--- config.mk ---
export PLATFORM = sky130hd
export DESIGN_NAME = gcd_engine
export DESIGN_NICKNAME = d
export VERILOG_FILES = /design/src/rtl/gcd_pkg.sv /design/src/rtl/gcd_datapath.sv /design/src/rtl/gcd_engine.sv
export SDC_FILE = /design/constraint.sdc
export NUM_CORES = 1
export LEC_CHECK = 0
export ABC_AREA = 1
export CAP_MARGIN = 20
export CORE_MARGIN = 2
export CORE_UTILIZATION = 38
export DETAILED_ROUTE_END_ITERATION = 7
export PLACE_DENSITY = 0.6
export SLEW_MARGIN = 20
export SYNTH_ARGS = -nofsm -noshare
export SYNTH_HDL_FRONTEND = slang
export SYNTH_HIERARCHICAL = 1
export SYNTH_SLANG_ARGS = --single-unit
--- constraint.sdc ---
create_clock -name clk -period 4.8 [get_ports clk]
set_input_delay 0.96 -clock clk [delete_from_list [all_inputs] [get_ports clk]]
set_output_delay 0.96 -clock clk [all_outputs]
set_load 0.03 [all_outputs]
--- src/rtl/gcd_pkg.sv ---
// rtl/gcd_pkg.sv - shared state encoding, mode constants and datapath op codes for gcd_engine
package gcd_pkg;

  typedef enum logic [1:0] {
    ST_IDLE = 2'd0,
    ST_CALC = 2'd1,
    ST_DONE = 2'd2
  } state_e;

  localparam logic MODE_EUCLID = 1'b0;
  localparam logic MODE_STEIN  = 1'b1;

  // One op per cycle; the control FSM picks exactly one of these in CALC.
  typedef enum logic [3:0] {
    OP_HOLD        = 4'd0,
    OP_LOAD        = 4'd1,
    OP_SWAP        = 4'd2,
    OP_SUB         = 4'd3,
    OP_HALVE_AB    = 4'd4,
    OP_HALVE_A     = 4'd5,
    OP_HALVE_B     = 4'd6,
    OP_SUB_AB_HALF = 4'd7,
    OP_SUB_BA_HALF = 4'd8
  } dp_op_e;

endpackage

--- src/rtl/gcd_datapath.sv ---
// rtl/gcd_datapath.sv - A/B/k operand registers, step arithmetic, status flags and result register
module gcd_datapath
  import gcd_pkg::*;
#(
  parameter int W = 16
) (
  input  logic         clk,
  input  logic         reset,
  input  dp_op_e       op,
  input  logic         res_en,
  input  logic         res_stein,
  input  logic [W-1:0] in_a,
  input  logic [W-1:0] in_b,
  output logic [W-1:0] result,
  output logic         a_lt_b,
  output logic         a_zero,
  output logic         b_zero,
  output logic         a_even,
  output logic         b_even
);
  localparam int KW = $clog2(W + 1);

  logic [W-1:0]  a_q, a_d, b_q, b_d, res_q, res_d;
  logic [KW-1:0] k_q, k_d;
  logic [W-1:0]  diff_ab, diff_ba;

  // Both differences are built, but the FSM only selects the non-negative one.
  assign diff_ab = a_q - b_q;
  assign diff_ba = b_q - a_q;

  assign a_lt_b = (a_q < b_q);
  assign a_zero = (a_q == '0);
  assign b_zero = (b_q == '0);
  assign a_even = ~a_q[0];
  assign b_even = ~b_q[0];
  assign result = res_q;

  always_comb begin
    a_d   = a_q;
    b_d   = b_q;
    k_d   = k_q;
    res_d = res_q;
    case (op)
      OP_LOAD: begin
        a_d = in_a;
        b_d = in_b;
        k_d = '0;
      end
      OP_SWAP: begin
        a_d = b_q;
        b_d = a_q;
      end
      OP_SUB:         a_d = diff_ab;
      OP_HALVE_AB: begin
        a_d = a_q >> 1;
        b_d = b_q >> 1;
        k_d = k_q + 1'b1;
      end
      OP_HALVE_A:     a_d = a_q >> 1;
      OP_HALVE_B:     b_d = b_q >> 1;
      OP_SUB_AB_HALF: a_d = diff_ab >> 1;
      OP_SUB_BA_HALF: b_d = diff_ba >> 1;
      default: ;
    endcase
    // The restored power of two cannot overflow: the true gcd always fits in W bits.
    if (res_en) res_d = res_stein ? ((a_q | b_q) << k_q) : a_q;
  end

  always_ff @(posedge clk or posedge reset) begin
    if (reset) begin
      a_q   <= '0;
      b_q   <= '0;
      k_q   <= '0;
      res_q <= '0;
    end else begin
      a_q   <= a_d;
      b_q   <= b_d;
      k_q   <= k_d;
      res_q <= res_d;
    end
  end

endmodule

--- src/rtl/gcd_engine.sv ---
// rtl/gcd_engine.sv - GCD engine top: request/response handshake, control FSM and cycle counter
module gcd_engine
  import gcd_pkg::*;
#(
  parameter int W     = 16,
  parameter int CNT_W = 16
) (
  input  logic             clk,
  input  logic             reset,
  input  logic             req_val,
  output logic             req_rdy,
  input  logic [W-1:0]     req_a,
  input  logic [W-1:0]     req_b,
  input  logic             req_mode,
  output logic             resp_val,
  input  logic             resp_rdy,
  output logic [W-1:0]     resp_gcd,
  output logic [CNT_W-1:0] resp_cycles,
  output logic             busy
);
  state_e           state_q, state_d;
  logic             mode_q, mode_d;
  logic [CNT_W-1:0] cnt_q, cnt_d;
  logic             req_rdy_q, resp_val_q, busy_q;
  dp_op_e           dp_op;
  logic             res_en;
  logic             a_lt_b, a_zero, b_zero, a_even, b_even;

  gcd_datapath #(.W(W)) u_datapath (
    .clk       (clk),
    .reset     (reset),
    .op        (dp_op),
    .res_en    (res_en),
    .res_stein (mode_q),
    .in_a      (req_a),
    .in_b      (req_b),
    .result    (resp_gcd),
    .a_lt_b    (a_lt_b),
    .a_zero    (a_zero),
    .b_zero    (b_zero),
    .a_even    (a_even),
    .b_even    (b_even)
  );

  always_comb begin
    state_d = state_q;
    mode_d  = mode_q;
    cnt_d   = cnt_q;
    dp_op   = OP_HOLD;
    res_en  = 1'b0;
    case (state_q)
      ST_IDLE: begin
        if (req_val && req_rdy_q) begin
          dp_op   = OP_LOAD;
          mode_d  = req_mode;
          cnt_d   = '0;
          state_d = ST_CALC;
        end
      end
      ST_CALC: begin
        cnt_d = (cnt_q == '1) ? cnt_q : cnt_q + 1'b1;
        if (mode_q == MODE_EUCLID) begin
          if (a_lt_b)       dp_op = OP_SWAP;
          else if (!b_zero) dp_op = OP_SUB;
          else begin
            res_en  = 1'b1;
            state_d = ST_DONE;
          end
        end else begin
          if (a_zero || b_zero) begin
            res_en  = 1'b1;
            state_d = ST_DONE;
          end
          else if (a_even && b_even) dp_op = OP_HALVE_AB;
          else if (a_even)           dp_op = OP_HALVE_A;
          else if (b_even)           dp_op = OP_HALVE_B;
          else if (!a_lt_b)          dp_op = OP_SUB_AB_HALF;
          else                       dp_op = OP_SUB_BA_HALF;
        end
      end
      ST_DONE: begin
        if (resp_rdy) state_d = ST_IDLE;
      end
      default: state_d = ST_IDLE;
    endcase
  end

  // Handshake outputs are flops loaded from the next state, so they track state_q exactly.
  always_ff @(posedge clk or posedge reset) begin
    if (reset) begin
      state_q    <= ST_IDLE;
      mode_q     <= MODE_EUCLID;
      cnt_q      <= '0;
      req_rdy_q  <= 1'b1;
      resp_val_q <= 1'b0;
      busy_q     <= 1'b0;
    end else begin
      state_q    <= state_d;
      mode_q     <= mode_d;
      cnt_q      <= cnt_d;
      req_rdy_q  <= (state_d == ST_IDLE);
      resp_val_q <= (state_d == ST_DONE);
      busy_q     <= (state_d != ST_IDLE);
    end
  end

  assign req_rdy     = req_rdy_q;
  assign resp_val    = resp_val_q;
  assign busy        = busy_q;
  assign resp_cycles = cnt_q;

endmodule

; ---- Word-level counts from Yosys, hierarchy flattened
; Cells that the tools add are included.
[classes]
mux = 29
addsub = 4
n_eq_ne = 14
shift = 1
bitwise_logic = 3
magnitude_cmp = 1
n_reduce_logical = 16
[ops]
columns = cell, n
row1 = $pmux 16 s5, 1
row2 = $pmux 16 s4, 1
row3 = $mux 16, 3
row4 = $logic_not 16->1, 2
row5 = $pmux 16 s2, 1
row6 = $sub 16x16->16, 2
row7 = $mux 4, 6
row8 = $add 16x1->16 const B, 1
row9 = $eq 16x16->1 const B, 1
row10 = $eq 4x3->1 const B, 4
row11 = $lt 16x16->1, 1
row12 = $mux 2, 8
row13 = $or 16x16->16, 1
row14 = $shl 16x5->16, 1
row15 = $pmux 5 s2, 1
row16 = $eq 4x2->1 const B, 2
row17 = $pmux 4 s2, 1
row18 = $mux 1, 6
row19 = $pmux 2 s3, 1
row20 = $reduce_bool 2->1, 3
row21 = $add 5x1->5 const B, 1
row22 = $reduce_bool 5->1, 1
row23 = $eq 2x2->1 const B, 2
row24 = $eq 4x1->1 const B, 1
row25 = other kinds (11), 16
[totals]
output_inout_bits = 35
wordCells = 78
regBits = 75

; ---- Longest topological paths before layout
; Gate-level depths: netlist of the first run.
[depth]
depth_word = 11
ltp_mapped = 26
depth_no_buf = 26

; ---- Modules after synthesis
; The synthesis of the first run kept the hierarchy.
[modules_own_cells]
columns = mod, seq_area_each_um2, instances, area_per_inst_um2, cells_each
row1 = gcd_datapath, 1326.3, 1, 5545.3, 884
row2 = gcd_engine, 551.8, 1, 1325.0, 180

; ---- Least setup slack after synthesis of the first run
; OpenSTA, ideal clock, no wires.
[synth_path]
path_type = reg-to-reg
from = reg u_datapath.a_q[0]
to = reg u_datapath.a_q[9]
path_buffers = 2
path_stages_with_launch = 23
setup_slack_ns = 1.465
arrival_ns = 3.207
path_cell_list = dfrtp_1 -> inv_1 -> ha_1 -> inv_1 -> fa_1 -> nand3_1 -> nand3_1 -> nand2_1 -> nand3_1 -> nand2_1 -> nand2_1 -> a21oi_1 -> nand2_1 -> nor3_1 -> nor2_1 -> nand3_1 -> buf_4 -> inv_2 -> buf_2 -> a21oi_1 -> nand3_1 -> nand2_1 -> o21ai_0
[synth_between]
elab_cells_between_ends = 23
[synth_lines]
columns = element, line
row1 = from (decl), gcd_datapath.sv:23  ; logic [W-1:0] a_q, a_d, b_q, b_d, res_q, res_d;
row2 = from (signal assigned), gcd_datapath.sv:71  ; a_q <= '0;
row3 = from (signal assigned), gcd_datapath.sv:76  ; a_q <= a_d;
row4 = $not 1->1 (*), gcd_datapath.sv:34  ; assign a_even = ~a_q[0];
row5 = net a_even, gcd_engine.sv:27  ; logic a_lt_b, a_zero, b_zero, a_even, b_even;
row6 = $logic_and 1x1->1 (*), gcd_engine.sv:74  ; else if (a_even && b_even) dp_op = OP_HALVE_AB;
row7 = $mux 4 (*), gcd_engine.sv:74
row8 = $mux 4 (*), gcd_engine.sv:70  ; if (a_zero || b_zero) begin
row9 = $mux 4 (*), gcd_engine.sv:62  ; if (mode_q == MODE_EUCLID) begin
row10 = $pmux 4 s2 (*), gcd_engine.sv:51  ; case (state_q)
row11 = net dp_op[3], gcd_engine.sv:25  ; dp_op_e dp_op;
row12 = $eq 4x3->1, gcd_datapath.sv:43  ; case (op)
row13 = $reduce_or 2->1 (no line), --
row14 = $pmux 16 s5 or $reduce_bool 5->1 (tied branches), --
; The timed path passes the listed nets; every way through them passes the cells marked *.
; A chain may end at the register's enable or synchronous reset.

; ---- Worst setup path after layout of the first run
[layout_path]
from = reg u_datapath.a_q[2]
to = reg u_datapath.b_q[11]
[layout_between]
elab_chain_len = 11
elab_cells_between_ends = 20
[layout_lines]
columns = element, line
row1 = $lt 16x16->1 (*), gcd_datapath.sv:31  ; assign a_lt_b = (a_q < b_q);
row2 = net a_lt_b, gcd_engine.sv:27
row3 = $mux 4, gcd_engine.sv:77  ; else if (!a_lt_b) dp_op = OP_SUB_AB_HALF;
row4 = $mux 4, gcd_engine.sv:76  ; else if (b_even) dp_op = OP_HALVE_B;
row5 = $mux 4, gcd_engine.sv:75  ; else if (a_even) dp_op = OP_HALVE_A;
row6 = $mux 4, gcd_engine.sv:74
row7 = $mux 4, gcd_engine.sv:70
row8 = $mux 4 (*), gcd_engine.sv:62
row9 = $pmux 4 s2 (*), gcd_engine.sv:51
row10 = net dp_op[1], gcd_engine.sv:25
row11 = $eq 4x3->1, gcd_datapath.sv:43
row12 = $reduce_or 2->1 (no line), --
row13 = $pmux 16 s4 or $reduce_bool 4->1 (tied branches), --
row14 = to (signal assigned), gcd_datapath.sv:72  ; b_q <= '0;
row15 = to (signal assigned), gcd_datapath.sv:77  ; b_q <= b_d;
row16 = to (decl), gcd_datapath.sv:23
; Marked as above.

==> results of run 1 <==
## layout by cell type, fill, tap and decap left out, types with 3 or more instances in the layout
cell | synthesis | final
a211oi_1 | 5 | 5
a21oi_1 | 72 | 71
a221oi_1 | 5 | 5
a22oi_1 | 6 | 6
a31oi_1 | 5 | 5
buf_4 | 6 | 16
clkbuf_16 | 0 | 9
clkdlybuf4s50_1 | 0 | 71
dfrtp_1 | 74 | 74
ha_1 | 49 | 49
inv_1 | 130 | 129
inv_2 | 4 | 5
nand2_1 | 273 | 273
nand3_1 | 113 | 113
nand4_1 | 21 | 21
nor2_1 | 108 | 107
nor2_2 | 5 | 5
o211ai_1 | 5 | 5
o21ai_0 | 74 | 73
o21ai_1 | 5 | 6
o21ai_2 | 3 | 3
o21bai_1 | 10 | 10
o22ai_1 | 16 | 16
or2_2 | 5 | 5
xnor2_1 | 3 | 3
xor2_1 | 11 | 11
## registers in the layout, summed over array words and instances, names as in the netlist
name               count
busy                   1
u_datapath/a_q        16
mode_q                 1
resp_cycles           16
u_datapath/b_q        16
resp_val               1
req_rdy                1
u_datapath/k_q         5
state_q                2
u_datapath/result     16
## layer usage
layer | vias up | global-route usage
met5 | - | 0
met4 | 0 | 0.120
met2 | 326 | 0.421
met3 | 61 | 0.0509
li1 | 3652 | -
met1 | 3472 | 0.340
## kinds of logic after synthesis
kind of cell,after synthesis,share of synthesized area
mux,2,0.00291
simple gates,537,0.331
buf+inv,169,0.100
fa+ha+maj,51,0.0951
xor+xnor,14,0.0178
flops,75,0.273
compound gates,216,0.180
## worst paths after layout
kind                                   endpoint  slack, ns
min reg2reg                u_datapath/result[0]       0.49
min                        u_datapath/result[0]       0.49
min in group asynchronous     u_datapath/a_q[0]       1.11
max                          u_datapath/b_q[11]       0.48
max reg2reg                  u_datapath/b_q[11]       0.48
max in group asynchronous     u_datapath/b_q[2]       2.88
## repair_timing
item	CTS	global route
setup endpoints to repair	0	23
resized for setup	0	4
buffers inserted	0	0
## stage by stage
step / instances / hold slack [ns] / util
2_1_floorplan: 1064 / 0.474 / -
3_3_place_gp: 1347 / 0.474 / 0.438
3_5_place_dp: 1347 / 0.479 / 0.438
4_1_cts: 1363 / 0.493 / 0.456
5_1_grt: 1363 / 0.528 / 0.457
6_report: 1363 / 0.488 / 0.457
## cell type report
cell class	instances	area, µm²
clock buffer	9	225
timing repair buffer	87	831
tap	229	287
inverter	136	513
sequential	75	1880
fill	1915	9690
clock inverter	7	98.8
multi-input combinational	820	4320
==> results.tsv, run 1 <==
metric	value	unit
status	complete, no violations	
synth_area_leaders	dfrtp_1, nand2_1, ha_1, nand3_1, inv_1	
synth_edf_count	0	
cpMostUsedCell	nand2_1	
rsz0062_at_grt	false	
grt_use_total	0.261	
clockBufferDepth	2	
clock_sinks	75	
grt_max_degree	37	
setup.worst_path.start	u_datapath/a_q[2]	
synthMostInstantiatedCell	nand2_1	
layout-drive-gt1-share	0.0511	
setup_viol	0	
synth_cell_types	48	
dr.pass1.iters	7	
wire_per_inst	18.5	µm
finalHoldViolCount	0	
wl_met3	1700	µm
antenna_cells	0	
place_ws	0.363	ns
clk_pin_slew_worst_paths	0.07	ns
drtIter0Drc	582	
overflow	0	
max_stage_delay	0.45	ns
htree_levels	3	
tritoncts	yes	
via_per_inst	5.51	
setup_tns	0	ns
wl_met2	11500	µm
cp_slowest_cell	dfrtp_1	
hp-start	u_datapath/result[0]	
r2r_start	u_datapath/a_q[2]	
cts_buffers	9	
cap_violations	0	
synth_commonest_cells	nand2_1, inv_1, nand3_1	
yosys_warnings	6	
synth.ff_latch_count	75	
post-route-period-util	0.900	
wl_met1	10900	µm
path_buf_inv	3	
start_util	0.385	
drc	0	
cp.arrival	4.56	ns
port_buffers	71	
syn-instance-count	1064	
worstRegToRegCells	22	
hold_buffers	0	
synth.net_count	1152	
fmax	231	MHz
fp-row-count	49	
ant_nets	0	
synth_top_area_share	0.270	
root_buffer	clkbuf_16	
path_depth	22	
cpLargestDelayFamily	simple AND/OR/NAND/NOR gates	
cp_max_fo	20	
hold_class	reg -> reg	
hpwlAfterDp	19900	µm
path_class	reg -> reg	
syn_area	6870	µm²
antenna_found_initial	0	
die_x	138	µm
postLayoutSetupSlackWorst	0.480	ns
grt_pass1_vias	7079	
die_area	19200	µm²
finalInstanceArea	8150	µm²
routed_wl	25200	µm
layout_min_cycle_time	4.32	ns
top_layer_used	met4	
end_kind	flop	
vias	7511	
die_y	138	µm
worstMarginPinSlew	0.869	ns
async_reset_ff_frac	1.00	
io_pins	72	
placed_cell_area	7810	µm²
required	5.04	ns
core	17800	µm²
seq_area_frac_synth	0.273	
ys.flop_type	dfrtp_1	
yosysTopAreaCell	dfrtp_1	
synth_area_per_cell	6.46	µm²
area_growth	18.6	%
crit_chain	inv_1 -> ha_1 -> nor2_1 -> nand3_1 -> nand3_1 -> nand2_1 -> nand3_1 -> nand2_1 -> nand2_1 -> a21oi_2 -> nand2_1 -> nand3b_1 -> o21a_1 -> nor2_1 -> nand3_1 -> buf_4 -> nand3_2 -> inv_2 -> a221oi_1 -> o21ai_0 -> nand2_1 -> nand2_1	
hold_depth	1	
grt_pass1_wl	39300	µm
slew_headroom	0.420	
fin_worst_skew	0.00955	ns
startpoint_type	flop	
slew_viol_final	0	
gp_congestion	1.04	
worstSkewPairLatency	0.35	ns
fin_nets	1217	
Power of run 1 is not shown: default switching activity piles up to over one toggle a cycle in this logic, so the estimate is an artifact.
==> inputs of run 2 (changes only) <==
DONT_BUFFER_PORTS = 1   (was unset)
PLACE_DENSITY = 0.55   (was 0.6)
SYNTH_HIERARCHICAL = unset   (was 1)
==> run 2 against run 1 <==
Effect of this change: sequential share of layout area grew 1.6 points; global-route usage down 1.1 points; critical path depth shrank 2; final cell count decreased by 0.15%; maximum frequency is 13% higher.
==> results.tsv, run 2 <==
metric	value	unit
cap_violations	0	
vias	7282	
hold_class	in -> async	
regArea	1880	µm²
synth_cell_types	47	
wire_per_inst	18.0	µm
seq_area_frac_synth	0.263	
fin_worst_skew	0.0110	ns
setup_viol	0	
slew_viol_final	0	
status	complete, no violations	
required	5.10	ns
post-cts-setup-buffer-count	0	
cp_max_fo	22	
via_per_inst	5.35	
finalInstanceArea	7620	µm²
clk_pin_slew_worst_paths	0.07	ns
fillers	1964	
startpoint_type	flop	
max_stage_delay	0.50	ns
ant_nets	0	
cts_resized	0	
synth_top_area_share	0.260	
cp_slowest_cell	dfrtp_1	
path_class	reg -> reg	
drc	0	
dr.pass1.iters	5	
fin_nets	1210	
area_growth	6.84	%
layout_min_cycle_time	3.81	ns
syn-instance-count	1137	
core	18600	µm²
synth_area_leaders	dfrtp_1, nand2_1, ha_1, inv_1, nor2_1	
holdWs	0.506	ns
grt_pass1_wl	38900	µm
rsz0062_at_grt	false	
start_util	0.384	
drtIter0Drc	454	
synth.ff_latch_count	75	
layout.cells.non_filler	1361	
multi_input_area	4490	µm²
htree_levels	3	
cts_buffers	9	
finalHoldViolCount	0	
ys.flop_type	dfrtp_1	
grt_pass1_vias	7026	
placed_cell_area	7320	µm²
slew_headroom	0.325	
routed_wl	24500	µm
gp_congestion	1.02	
grt_use_total	0.251	
root_buffer	clkbuf_16	
cpMostUsedCell	nand2_1	
post-place-cells	1345	
fmax	262	MHz
hpwlAfterDp	19000	µm
grt_max_degree	44	
layout_common_cells	nand2_1, inv_1, nor2_1, dfrtp_1, nand3_1	
die_area	19900	µm²
synthMostInstantiatedCell	nand2_1	
worstMarginPinSlew	1.01	ns
worstSkewPairLatency	0.37	ns
die_y	141	µm
synth.net_count	1225	
overflow	0	
synth_commonest_cells	nand2_1, inv_1, nor2_1	
antenna_cells	0	
async_reset_ff_frac	1.00	
cp.arrival	4.11	ns
post-route-period-util	0.794	
die_x	141	µm
hold_buffers	0	
antenna_found_initial	0	
port_buffers	0	
r2r_slack	0.99	ns
setup_tns	0	ns
clock_sinks	75	
yosys_warnings	0	
crit_chain	inv_1 -> ha_1 -> inv_1 -> fa_1 -> nand2_1 -> nand2_1 -> nand2_1 -> nand2_2 -> nand2_2 -> nand2_2 -> a21oi_2 -> nand2_1 -> nand2_1 -> buf_4 -> nand2_2 -> nand2_4 -> nor2_8 -> inv_2 -> nand2_1 -> nand2_1	
synth_edf_count	0	
tritoncts	yes	
final_common_cell	nand2_1	
end_kind	flop	
layout-drive-gt1-share	0.0541	
syn_area	7130	µm²
fp-row-count	50	
yosysTopAreaCell	dfrtp_1	
synth_area_per_cell	6.27	µm²
clockBufferDepth	2	
io_pins	72	
-- run 2: cell types whose count changed in the layout (fill, tap and decap cells not counted), moves of 10 or more --
cell / delta
o21ai_0: -18
nand2_1: +148
nand4_1: -12
a21oi_1: -29
nand3_1: -43
clkdlybuf4s50_1: -71
inv_1: +15
nor2_1: -10
xor2_1: +17
-- run 2: per-stage QoR --
| step | utilization | worst slack [ns] |
|---|---|---|
| after detailed placement | 0.394 | 1.05 |
| after CTS | 0.410 | 1.02 |
| final | 0.410 | 0.988 |
| after global routing | 0.410 | 0.724 |
| after floorplan | - | 1.93 |
| after global placement | 0.394 | 1.08 |
-- run 2: cell type report --
class,instances,area share
multi-input combinational,871,0.589
sequential,75,0.246
inverter,154,0.0760
tap,234,0.0384
clock buffer,9,0.0296
timing repair buffer,11,0.0108
clock inverter,7,0.00920
-- run 2: cell families (layout without fill, tap and decap cells) --
family,Yosys count,after routing,synth area share
and+or+nand+nor,637,637,0.373
DFF,75,75,0.263
adders and majority gates,51,51,0.0916
xor gates and xnor gates,29,29,0.0356
AOI/OAI and AO/OA,151,151,0.126
muxes,3,3,0.00421
buffers and inverters,191,181,0.107
-- run 2: final timing paths --
kind	from	to	cells after the start
min in group clk	state_q[0]	state_q[0]	1
max	u_datapath.a_q[0]	u_datapath.b_q[1]	20
min	reset	u_datapath.result[14]	1
min reg2reg	state_q[0]	state_q[0]	1
max reg2reg	u_datapath.a_q[0]	u_datapath.b_q[1]	20
max in group asynchronous	reset	u_datapath.a_q[3]	2
-- run 2: worst max-delay path: cells and delay by family (launching register included) --
kind            cells  cell delay [ns]
compound gates      1             0.16
fa+ha+maj           2             0.71
buf+inv             4             0.67
flops               1             0.50
simple gates       13             1.71
-- run 2: layer usage --
metal | share of wire | GRT usage
met1 | 0.46 | 0.352
met2 | 0.44 | 0.392
met3 | 0.070 | 0.0391
met4 | 0.032 | 0.0889
met5 | 0 | 0
Power of run 2 is left out for the same reason.
==> inputs of run 3 (changes only) <==
clock period = 3.8 ns   (was 4.8 ns; I/O delays follow)
==> run 3 against run 2 <==
Effect of this change: wire length shrank 0.31%; global-route usage is 0.060 points higher; worst setup slack lost 0.62 ns; clock skew grew 0.0020 ns; die area unchanged; hold slack worse by 0.064 ns; critical endpoint is now u_datapath.a_q[4].
==> results.tsv, run 3 (synthesized netlist as in run 2, its figures left out) <==
metric	value	unit
finalInstanceArea	7760	µm²
antenna_cells	0	
htree_levels	3	
status	complete, no violations	
overflow	0	
startpoint_type	flop	
layout_common_cells	nand2_1, inv_1, nor2_1, dfrtp_1, nand3_1	
gp_congestion	1.02	
die_x	141	µm
core	18600	µm²
hold_class	in -> async	
clockBufferDepth	2	
fillers	2036	
cts_resized	0	
rsz0062_at_grt	false	
post-cts-setup-buffer-count	0	
fp-row-count	50	
clock_sinks	75	
routed_wl	24400	µm
final_common_cell	nand2_1	
worstMarginPinSlew	0.865	ns
cp.arrival	3.68	ns
start_util	0.384	
cp_slowest_cell	dfrtp_1	
cap_violations	0	
die_area	19900	µm²
root_buffer	clkbuf_16	
hpwlAfterDp	19200	µm
dr.pass1.iters	5	
post-route-period-util	0.904	
max_stage_delay	0.47	ns
antenna_found_initial	0	
fin_worst_skew	0.0130	ns
vias	7186	
port_buffers	0	
cts_buffers	9	
hold_buffers	0	
worstSkewPairLatency	0.35	ns
grt_max_degree	49	
fmax	291	MHz
wire_per_inst	17.7	µm
cp_max_fo	28	
io_pins	72	
grt_use_total	0.251	
clk_pin_slew_worst_paths	0.07	ns
die_y	141	µm
path_class	reg -> reg	
cpLargestDelayFamily	simple AND/OR/NAND/NOR gates	
drc	0	
cpMostUsedCell	nand2_1	
grt_pass1_vias	6895	
finalHoldViolCount	0	
grt_pass1_wl	38700	µm
tritoncts	yes	
crit_chain	inv_1 -> ha_1 -> inv_1 -> fa_1 -> nand2_1 -> nand2_1 -> nand2_1 -> nand2_2 -> nand2_2 -> nand2_2 -> a21oi_2 -> nand2_1 -> nand2_1 -> nor2_1 -> nor2_4 -> buf_4 -> o21ai_0 -> nand2_1 -> nand2_1	
drtIter0Drc	601	
slew_headroom	0.423	
setup_tns	0	ns
via_per_inst	5.20	
placed_cell_area	7470	µm²
area_growth	8.88	%
path_buf_inv	3	
layout-drive-gt1-share	0.0706	
slew_viol_final	0	
layout_min_cycle_time	3.44	ns
fin_nets	1230	
end_kind	flop	
ant_nets	0	
required	4.05	ns
setup_viol	0	
-- run 3: metrics by stage --
| step | hold slack (ns) | util | cells | setup WS, ns |
|---|---|---|---|---|
| floorplan | 0.480 | - | 1137 | 1.11 |
| global placement | 0.533 | 0.402 | 1365 | 0.498 |
| detailed placement | 0.527 | 0.402 | 1365 | 0.363 |
| CTS | 0.479 | 0.418 | 1381 | 0.350 |
| global route | 0.513 | 0.418 | 1381 | 0.0554 |
| finish | 0.442 | 0.418 | 1381 | 0.363 |
-- run 3: path summary, 6_finish.rpt --
check,startpoint,end,slack [ns],cells past startpoint
max,u_datapath.a_q[0],u_datapath.a_q[4],0.36,19
min,reset,u_datapath.result[14],0.44,1
max reg2reg,u_datapath.a_q[0],u_datapath.a_q[4],0.36,19
min reg2reg,state_q[0],state_q[0],0.55,1
max in group asynchronous,reset,u_datapath.a_q[2],2.46,2
min in group clk,resp_rdy,resp_val,0.54,1
-- run 3: cell type report --
type,instances,area (µm²),share of cell area
clock buffer,9,225,0.0290
timing repair buffer,31,233,0.0300
clock inverter,7,65.1,0.00838
sequential,75,1880,0.242
tap,234,293,0.0377
inverter,154,579,0.0746
multi-input combinational,871,4490,0.578
-- run 3: routing by layer --
layer | part of all wire | track usage | up-vias | wire length, µm
met4 | 0.022 | 0.0679 | 0 | 546
li1 | - | - | 3594 | -
met5 | 0 | 0 | - | 0
met3 | 0.086 | 0.0537 | 33 | 2090
met1 | 0.48 | 0.369 | 3291 | 11600
met2 | 0.42 | 0.373 | 268 | 10100
Power of run 3 is left out for the same reason.
